<file path="config.mk">
export PLATFORM = sky130hd
export DESIGN_NAME = lzss_flag_packer
export DESIGN_NICKNAME = d
export VERILOG_FILES = /design/src/rtl/lzss_flag_packer.sv
export SDC_FILE = /design/constraint.sdc
export NUM_CORES = 1
export LEC_CHECK = 0
export CORE_MARGIN = 5
export CORE_UTILIZATION = 40
export DETAILED_ROUTE_END_ITERATION = 10
export GPL_TIMING_DRIVEN = 1
export PLACE_DENSITY = 0.59
export SYNTH_ARGS = -nofsm -noshare
export SYNTH_HDL_FRONTEND = slang
export SYNTH_SLANG_ARGS = --single-unit
</file>
<file path="constraint.sdc">
create_clock -name CLK -period 6.6 [get_ports CLK]
set_clock_uncertainty 0.05 [all_clocks]
set_input_delay 1.98 -clock CLK [delete_from_list [all_inputs] [get_ports CLK]]
set_output_delay 1.98 -clock CLK [all_outputs]
set_load 0.03 [all_outputs]
</file>
<file path="src/rtl/lzss_flag_packer.sv">
// LZSS token packer: groups up to 8 tokens behind a flag byte,
// buffering literal/match payload bytes until the group is emitted.
module lzss_flag_packer #(
  parameter logic MATCH_FLAG = 1'b1
) (
  input  logic        CLK,
  input  logic        RSTB,
  input  logic        FIFO_EMPTY,
  input  logic [16:0] FIFO_DATA,
  output logic        FIFO_READ,
  input  logic        FLUSH,
  output logic        OUT_VALID,
  output logic [7:0]  OUT_DATA,
  input  logic        OUT_READY,
  output logic        DONE
);

  typedef enum logic [1:0] {
    COLLECT,
    EMIT_FLAG,
    EMIT_DATA
  } state_t;

  state_t      state;
  state_t      state_nx;
  logic [3:0]  tcnt;
  logic [4:0]  wcnt;
  logic [3:0]  rcnt;
  logic [7:0]  flag;
  logic        flush_pend;
  logic [7:0]  mem [16];
  logic        last;
  logic        is_match;
  logic [3:0]  widx;

  assign is_match = FIFO_DATA[16];
  assign widx     = wcnt[3:0];
  assign last     = ({1'b0, rcnt} == (wcnt - 5'd1));

  always_comb begin
    state_nx  = state;
    FIFO_READ = 1'b0;
    OUT_VALID = 1'b0;
    OUT_DATA  = 8'h00;
    DONE      = 1'b0;
    unique case (state)
      COLLECT: begin
        // gated by RSTB so no pop is requested while held in reset
        FIFO_READ = RSTB & ~FIFO_EMPTY & (tcnt < 4'd8);
        if (FIFO_READ) begin
          if (tcnt == 4'd7)
            state_nx = EMIT_FLAG;
        end else if (flush_pend & FIFO_EMPTY) begin
          if (tcnt == 4'd0)
            DONE = 1'b1;
          else
            state_nx = EMIT_FLAG;
        end
      end
      EMIT_FLAG: begin
        OUT_VALID = 1'b1;
        OUT_DATA  = flag;
        if (OUT_READY)
          state_nx = EMIT_DATA;
      end
      EMIT_DATA: begin
        OUT_VALID = 1'b1;
        OUT_DATA  = mem[rcnt];
        if (OUT_READY && last)
          state_nx = COLLECT;
      end
      default: state_nx = COLLECT;
    endcase
  end

  always_ff @(posedge CLK or negedge RSTB) begin
    if (!RSTB) begin
      state      <= COLLECT;
      tcnt       <= 4'd0;
      wcnt       <= 5'd0;
      rcnt       <= 4'd0;
      flag       <= 8'h00;
      flush_pend <= 1'b0;
    end else begin
      state <= state_nx;
      if (DONE)
        flush_pend <= 1'b0;
      else if (FLUSH)
        flush_pend <= 1'b1;
      if (FIFO_READ) begin
        flag[tcnt[2:0]] <= is_match ? MATCH_FLAG : ~MATCH_FLAG;
        tcnt <= tcnt + 4'd1;
        wcnt <= wcnt + (is_match ? 5'd2 : 5'd1);
      end
      if (state == EMIT_FLAG && OUT_READY)
        rcnt <= 4'd0;
      if (state == EMIT_DATA && OUT_READY) begin
        if (last) begin
          tcnt <= 4'd0;
          wcnt <= 5'd0;
          rcnt <= 4'd0;
          flag <= 8'h00;
        end else begin
          rcnt <= rcnt + 4'd1;
        end
      end
    end
  end

  // payload buffer is never reset; entries are written before read
  always_ff @(posedge CLK) begin
    if (FIFO_READ) begin
      if (is_match) begin
        mem[widx]        <= FIFO_DATA[15:8];
        mem[widx + 4'd1] <= FIFO_DATA[7:0];
      end else begin
        mem[widx] <= FIFO_DATA[7:0];
      end
    end
  end

endmodule
</file>
==> results of run 1 <==
==> power groups by stage <==
stage               sequential, mW  combinational, mW  clock (mW)
finish                        1.21              0.855       0.984
global placement              1.23              0.838           0
detailed placement            1.23              0.850           0
CTS                           1.21              0.855        1.00
global route                  1.22              0.917        1.04
floorplan                     1.16              0.687           0
==> stage by stage <==
| stage | cells | instance area (um^2) | setup slack [ps] | hold WS, ps |
|---|---|---|---|---|
| 2_1_floorplan | 622 | 8590 | 1560 | 414 |
| 4_1_cts | 924 | 9650 | 1190 | 471 |
| 3_5_place_dp | 892 | 9060 | 1180 | 454 |
| 6_report | 924 | 9650 | 1200 | 466 |
| 5_1_grt | 924 | 9650 | 1050 | 528 |
| 3_3_place_gp | 892 | 9060 | 1210 | 443 |
==> cell type report <==
| type | count | area share |
|---|---|---|
| repair buffers | 45 | 0.0443 |
| multi-input cells | 411 | 0.395 |
| inverters | 9 | 0.00350 |
| flip-flops and latches | 152 | 0.461 |
| clock inverters | 15 | 0.0171 |
| clock buffers | 17 | 0.0441 |
| well taps | 275 | 0.0356 |
==> flip-flops by register name, summed over array words and instances, names as in the netlist <==
signal and count:
state 2, wcnt 5, flag 8, rcnt 4
mem 128, flush_pend 1, tcnt 4
==> path summary, 6_finish.rpt <==
kind	end	cells past startpoint	slack (ps)	startpoint
worst max-delay path	DONE	4	1200	FIFO_EMPTY
worst min-delay path	flush_pend	2	470	flush_pend
worst max register to register	mem[9][7]	7	3430	state[1]
worst min register to register	flush_pend	2	470	flush_pend
max in group asynchronous	rcnt[0]	2	4350	RSTB
min in group asynchronous	wcnt[3]	2	1860	RSTB
==> cells in the mapped netlist (8+ instances only) <==
master      n  share of area
nand2_1    26          0.011
o21ai_0    16         0.0093
mux2_2    152           0.20
mux2_4      8          0.014
o21bai_1   10         0.0087
edfxtp_1  128           0.45
inv_1       9         0.0039
dfrtp_1    24          0.070
o22ai_1    12         0.0087
buf_6      12          0.016
mux2i_1    23          0.027
nor3_1     13         0.0076
a21oi_1    14         0.0082
a221o_1     8         0.0093
nor2_1     27          0.012
mux4_2     18          0.047
buf_2      12         0.0070
clkbuf_1   21         0.0092
ha_1       14          0.020
==> metal layers <==
| metal | routed length, um | vias to the layer above | part of all wire |
|---|---|---|---|
| met3 | 936 | 32 | 0.043 |
| met1 | 9920 | 2809 | 0.45 |
| met5 | 0 | - | 0 |
| met4 | 332 | 0 | 0.015 |
| met2 | 10700 | 125 | 0.49 |
| li1 | - | 2416 | - |
==> worst max-delay path, cell delays in order <==
cell and delay, ps:
clkdlybuf4s50_1 480, nand2_1 70, nor2_1 140, clkdlybuf4s50_1 700
==> cell families (layout without fill, tap and decap cells) <==
| group | after synthesis | count (layout) | share of synthesized area |
|---|---|---|---|
| DFF | 152 | 152 | 0.517 |
| adders and majority gates | 15 | 15 | 0.0227 |
| buffers and inverters | 59 | 86 | 0.0389 |
| muxes | 201 | 201 | 0.287 |
| AOI/OAI and AO/OA | 72 | 72 | 0.0564 |
| and+or+nand+nor | 112 | 112 | 0.0661 |
| xor gates and xnor gates | 11 | 11 | 0.0112 |
==> reports/qor.txt, run 1 <==
clock transition at the registers of the reported paths: 70 ps
cell area after synthesis: 8590 um^2
final worst path period share: 0.819
number of post-CTS setup repair buffers: 0
fraction of registers with async set or reset after synthesis: 0.158
class of the worst hold path: flip-flop to flip-flop
unrepaired setup endpoints after global routing: no
starting utilization of the core area: 0.407
TritonCTS Buffers: 17
commonest cells after routing, fill and taps aside: mux2_2, edfxtp_1, clkdlybuf4s50_1, nor2_1, nand2_1
switching power summed over all nets: 0.990 mW
Filler Cells Inserted: 1880
number of max-cap violations: 0
total via count in the routed design: 5382
leakage: 3.29 nW
Iter 0 DRT Violations: 394
Post-Syn Instances: 622
predominant post-synthesis flop cell: edfxtp_1
total number of H-tree levels: 4
Max Slew Vio Count: 0
total power per unit cell area: 316 nW/um^2
Clock Power Share: 0.322
worst slew margin relative to its limit: 0.201
Final HPWL DP: 14300 um
largest net degree at the start of global routing: 37
later-pin clock latency in the skew report: 430 ps
count of antenna-violating nets left after detailed routing: 0
vias per cell: 5.82
Detailed Route WL: 21900 um
global-route wire length before repair: 32500 um
routing usage on met1: 0.250
antenna fix cells: 0
ratio of cells with drive above 1 in the final layout: 0.367
most common library cell in the layout ignoring fill and taps: mux2_2
via count of the first global-routing pass: 5298
Logic pwr share: 0.280
number of buffers inserted for hold repair after clock tree synthesis: 0
number of storage elements in the synthesis netlist: 152
number of flops mapped to enable cells by yosys: 128
area of the die: 24500 um^2
average detailed-routed wire length per instance: 23.7 um
number of gates given a new drive strength after cts: 0
Remaining Overflow, GRT: 0
Min Clock Period, post-route: 5400 ps
data required time at the worst endpoint: 4570 ps
# DRC: 0
total area of multi-input combinational cells: 3810 um^2
CP arrival: 3370 ps
final hold violation count: 0
Std-Cell Rows: 53
Setup violations, final: 0
CTS Root Buffer Type: clkbuf_16
met2 Usage GRT: 0.293
number of nets in the synthesized netlist: 659
warning count from the yosys run: 0
number of I/O port buffers: 32
peak supply drop: 0.167 mV
average size of a mapped cell: 13.8 um^2
Total Nets Final: 673
total routing usage reported by global routing: 0.180
initial antenna violation count: 0
routing usage on met3: 0.0315
clock tree from TritonCTS: done
register area: 4450 um^2
vertical die dimension: 157 um
Cell Int Power: 2.06 mW
total number of clock tree sinks: 152
critical path type: input port to output pin
I/O pin count: 33
sequential cell fraction of total power: 0.397
outcome: finished, final reports clean
Switching Share: 0.325
CTS max path bufs: 2
Top Usage Layer GRT: met2
Core Util, Final: 0.458
area growth from synthesis to final layout: 12.4%
post-layout power: 3.05 mW
Sum Neg Setup Slack: 0 ps
core box area: 21100 um^2
number of iterations in the first detailed-routing pass: 6
distinct cell type count of the synthesized netlist: 44
portion of the post-synthesis area used by sequential elements: 0.517
Final Wtd Congestion: 0.832
sort of element at the start of the critical path: input port
die outline width: 157 um
Slew @ Worst Pin: 1190 ps
element type at the critical path end: output pin
maximum fanout along the worst path: 3
highest clock rate: 185 MHz
(Power assumes the default switching activity.)
==> run 2: changes to the inputs <==
--- a/config.mk
+++ b/config.mk
@@ -9,7 +9,7 @@
 export CORE_UTILIZATION = 40
 export DETAILED_ROUTE_END_ITERATION = 10
 export GPL_TIMING_DRIVEN = 1
-export PLACE_DENSITY = 0.59
+export PLACE_DENSITY = 0.61
 export SYNTH_ARGS = -nofsm -noshare
 export SYNTH_HDL_FRONTEND = slang
 export SYNTH_SLANG_ARGS = --single-unit
==> constraint.sdc (replaced) <==
create_clock -name CLK -period 4.8 [get_ports CLK]
set_clock_uncertainty 0.05 [all_clocks]
set_input_delay 1.44 -clock CLK [delete_from_list [all_inputs] [get_ports CLK]]
set_output_delay 1.44 -clock CLK [all_outputs]
set_load 0.03 [all_outputs]
==> run 2 against run 1 <==
Wire length shrank 0.27%. Sequential share of layout area is 0.27 points lower. Clock power is 29% higher. Sequential power grew 33%. Critical path depth is 3 higher. Core utilization rose by 0.27 points. Flip-flop and latch count unchanged. Combinational power rose by 45%. Largest cell class unchanged. Largest power group unchanged.
==> reports/qor.txt, run 2 (synthesized netlist as in run 1, its figures left out) <==
outcome: finished, final reports clean
CTS max path bufs: 2
Cell Int Power: 2.78 mW
Logic pwr share: 0.301
Remaining Overflow, GRT: 0
TritonCTS Buffers: 17
highest clock rate: 221 MHz
Setup violations, final: 0
Min Clock Period, post-route: 4530 ps
core box area: 21100 um^2
number of buffers inserted for hold repair after clock tree synthesis: 0
sequential cell fraction of total power: 0.391
peak supply drop: 0.273 mV
routed length on met3: 953 um
count of antenna-violating nets left after detailed routing: 0
I/O pin count: 33
total power per unit cell area: 425 nW/um^2
Final HPWL DP: 14600 um
total routing usage reported by global routing: 0.185
area of the die: 24500 um^2
critical path type: flip-flop to output pin
number of iterations in the first detailed-routing pass: 5
Slew @ Worst Pin: 1270 ps
# DRC: 0
worst slew margin relative to its limit: 0.145
Iter 0 DRT Violations: 358
vertical die dimension: 157 um
Clock Power Share: 0.308
global-route wire length before repair: 33600 um
average detailed-routed wire length per instance: 23.3 um
Sum Neg Setup Slack: 0 ps
number of I/O port buffers: 32
die outline width: 157 um
starting utilization of the core area: 0.407
Switching Share: 0.327
leakage: 3.33 nW
largest net degree at the start of global routing: 44
vias per cell: 5.74
maximum fanout along the worst path: 22
number of gates given a new drive strength after cts: 0
number of post-CTS setup repair buffers: 0
commonest cells after routing, fill and taps aside: mux2_2, edfxtp_1, clkdlybuf4s50_1, nor2_1, nand2_1
largest registers in the final layout: mem: 128 flops, flag: 8 flops, wcnt: 5 flops
total area of multi-input combinational cells: 3810 um^2
Max Slew Vio Count: 0
sort of element at the start of the critical path: flip-flop
Detailed Route WL: 21800 um
total via count in the routed design: 5371
via count of the first global-routing pass: 5531
CTS Root Buffer Type: clkbuf_16
Filler Cells Inserted: 1918
final hold violation count: 0
source of the critical timing path: rcnt[0]
total number of clock tree sinks: 152
final worst path period share: 0.944
area growth from synthesis to final layout: 13.0%
register area: 4450 um^2
Std-Cell Rows: 53
ratio of cells with drive above 1 in the final layout: 0.376
clock transition at the registers of the reported paths: 70 ps
post-layout power: 4.13 mW
initial antenna violation count: 0
class of the worst hold path: flip-flop to flip-flop
Final Wtd Congestion: 0.851
worst hold start: flag[5]
CP arrival: 3040 ps
antenna fix cells: 0
number of max-cap violations: 0
routed wl met2: 11100 um
unrepaired setup endpoints after global routing: no
max reg flops: 128
most common library cell in the layout ignoring fill and taps: mux2_2
data required time at the worst endpoint: 3310 ps
later-pin clock latency in the skew report: 430 ps
total number of H-tree levels: 4
largest reg by FF count: mem
reg-to-reg startpoint: state[1]
element type at the critical path end: output pin
switching power summed over all nets: 1.35 mW
clock tree from TritonCTS: done
top layer used by detailed routing: met4
Total Nets Final: 684
wire length on met1: 9490 um
## run 2: critical path, stage by stage, from the launching register on
cell and delay [ps]:
dfrtp_2 380, buf_4 370, mux2i_1 140, o21ai_0 320, o22ai_1 150, nor3_1 380, a221o_1 190, clkdlybuf4s50_1 670
## run 2: power by group through the flow
stage / combinational [mW] / sequential, mW / clock, mW
2_1_floorplan: 0.944 / 1.59 / 0
3_5_place_dp: 1.24 / 1.64 / 0
5_1_grt: 1.34 / 1.62 / 1.34
6_report: 1.24 / 1.61 / 1.27
3_3_place_gp: 1.22 / 1.64 / 0
4_1_cts: 1.25 / 1.61 / 1.28
## run 2: cell type report
| type | instances | share of cell area |
|---|---|---|
| inverters | 9 | 0.00348 |
| clock inverters | 15 | 0.0130 |
| multi-input cells | 411 | 0.393 |
| well taps | 275 | 0.0354 |
| clock buffers | 17 | 0.0438 |
| flip-flops and latches | 152 | 0.458 |
| repair buffers | 56 | 0.0539 |
## run 2: final timing paths
| check | to | slack (ps) | cells past startpoint |
|---|---|---|---|
| setup reg to reg | mem[8][3] | 1670 | 6 |
| setup / recovery | OUT_DATA[3] | 270 | 7 |
| min in group asynchronous | wcnt[1] | 1390 | 2 |
| hold reg to reg | flag[5] | 480 | 2 |
| max in group asynchronous | rcnt[0] | 3020 | 2 |
| hold / removal | flag[5] | 480 | 2 |
## run 2: through the flow
stage / setup WS (ps) / util / std cells / hold slack (ps) / area (um^2)
4_1_cts: 234 / 0.460 / 935 / 485 / 9710
3_5_place_dp: 419 / 0.434 / 903 / 473 / 9160
3_3_place_gp: 456 / 0.434 / 903 / 440 / 9160
2_1_floorplan: 838 / - / 622 / 414 / 8590
6_report: 271 / 0.460 / 935 / 477 / 9710
5_1_grt: 122 / 0.460 / 935 / 520 / 9710
## run 2: per-layer routing
layer / up-vias / track usage
met3: 16 / 0.0326
met5: - / 0
li1: 2435 / -
met2: 133 / 0.311
met4: 0 / 0.0442
met1: 2787 / 0.249
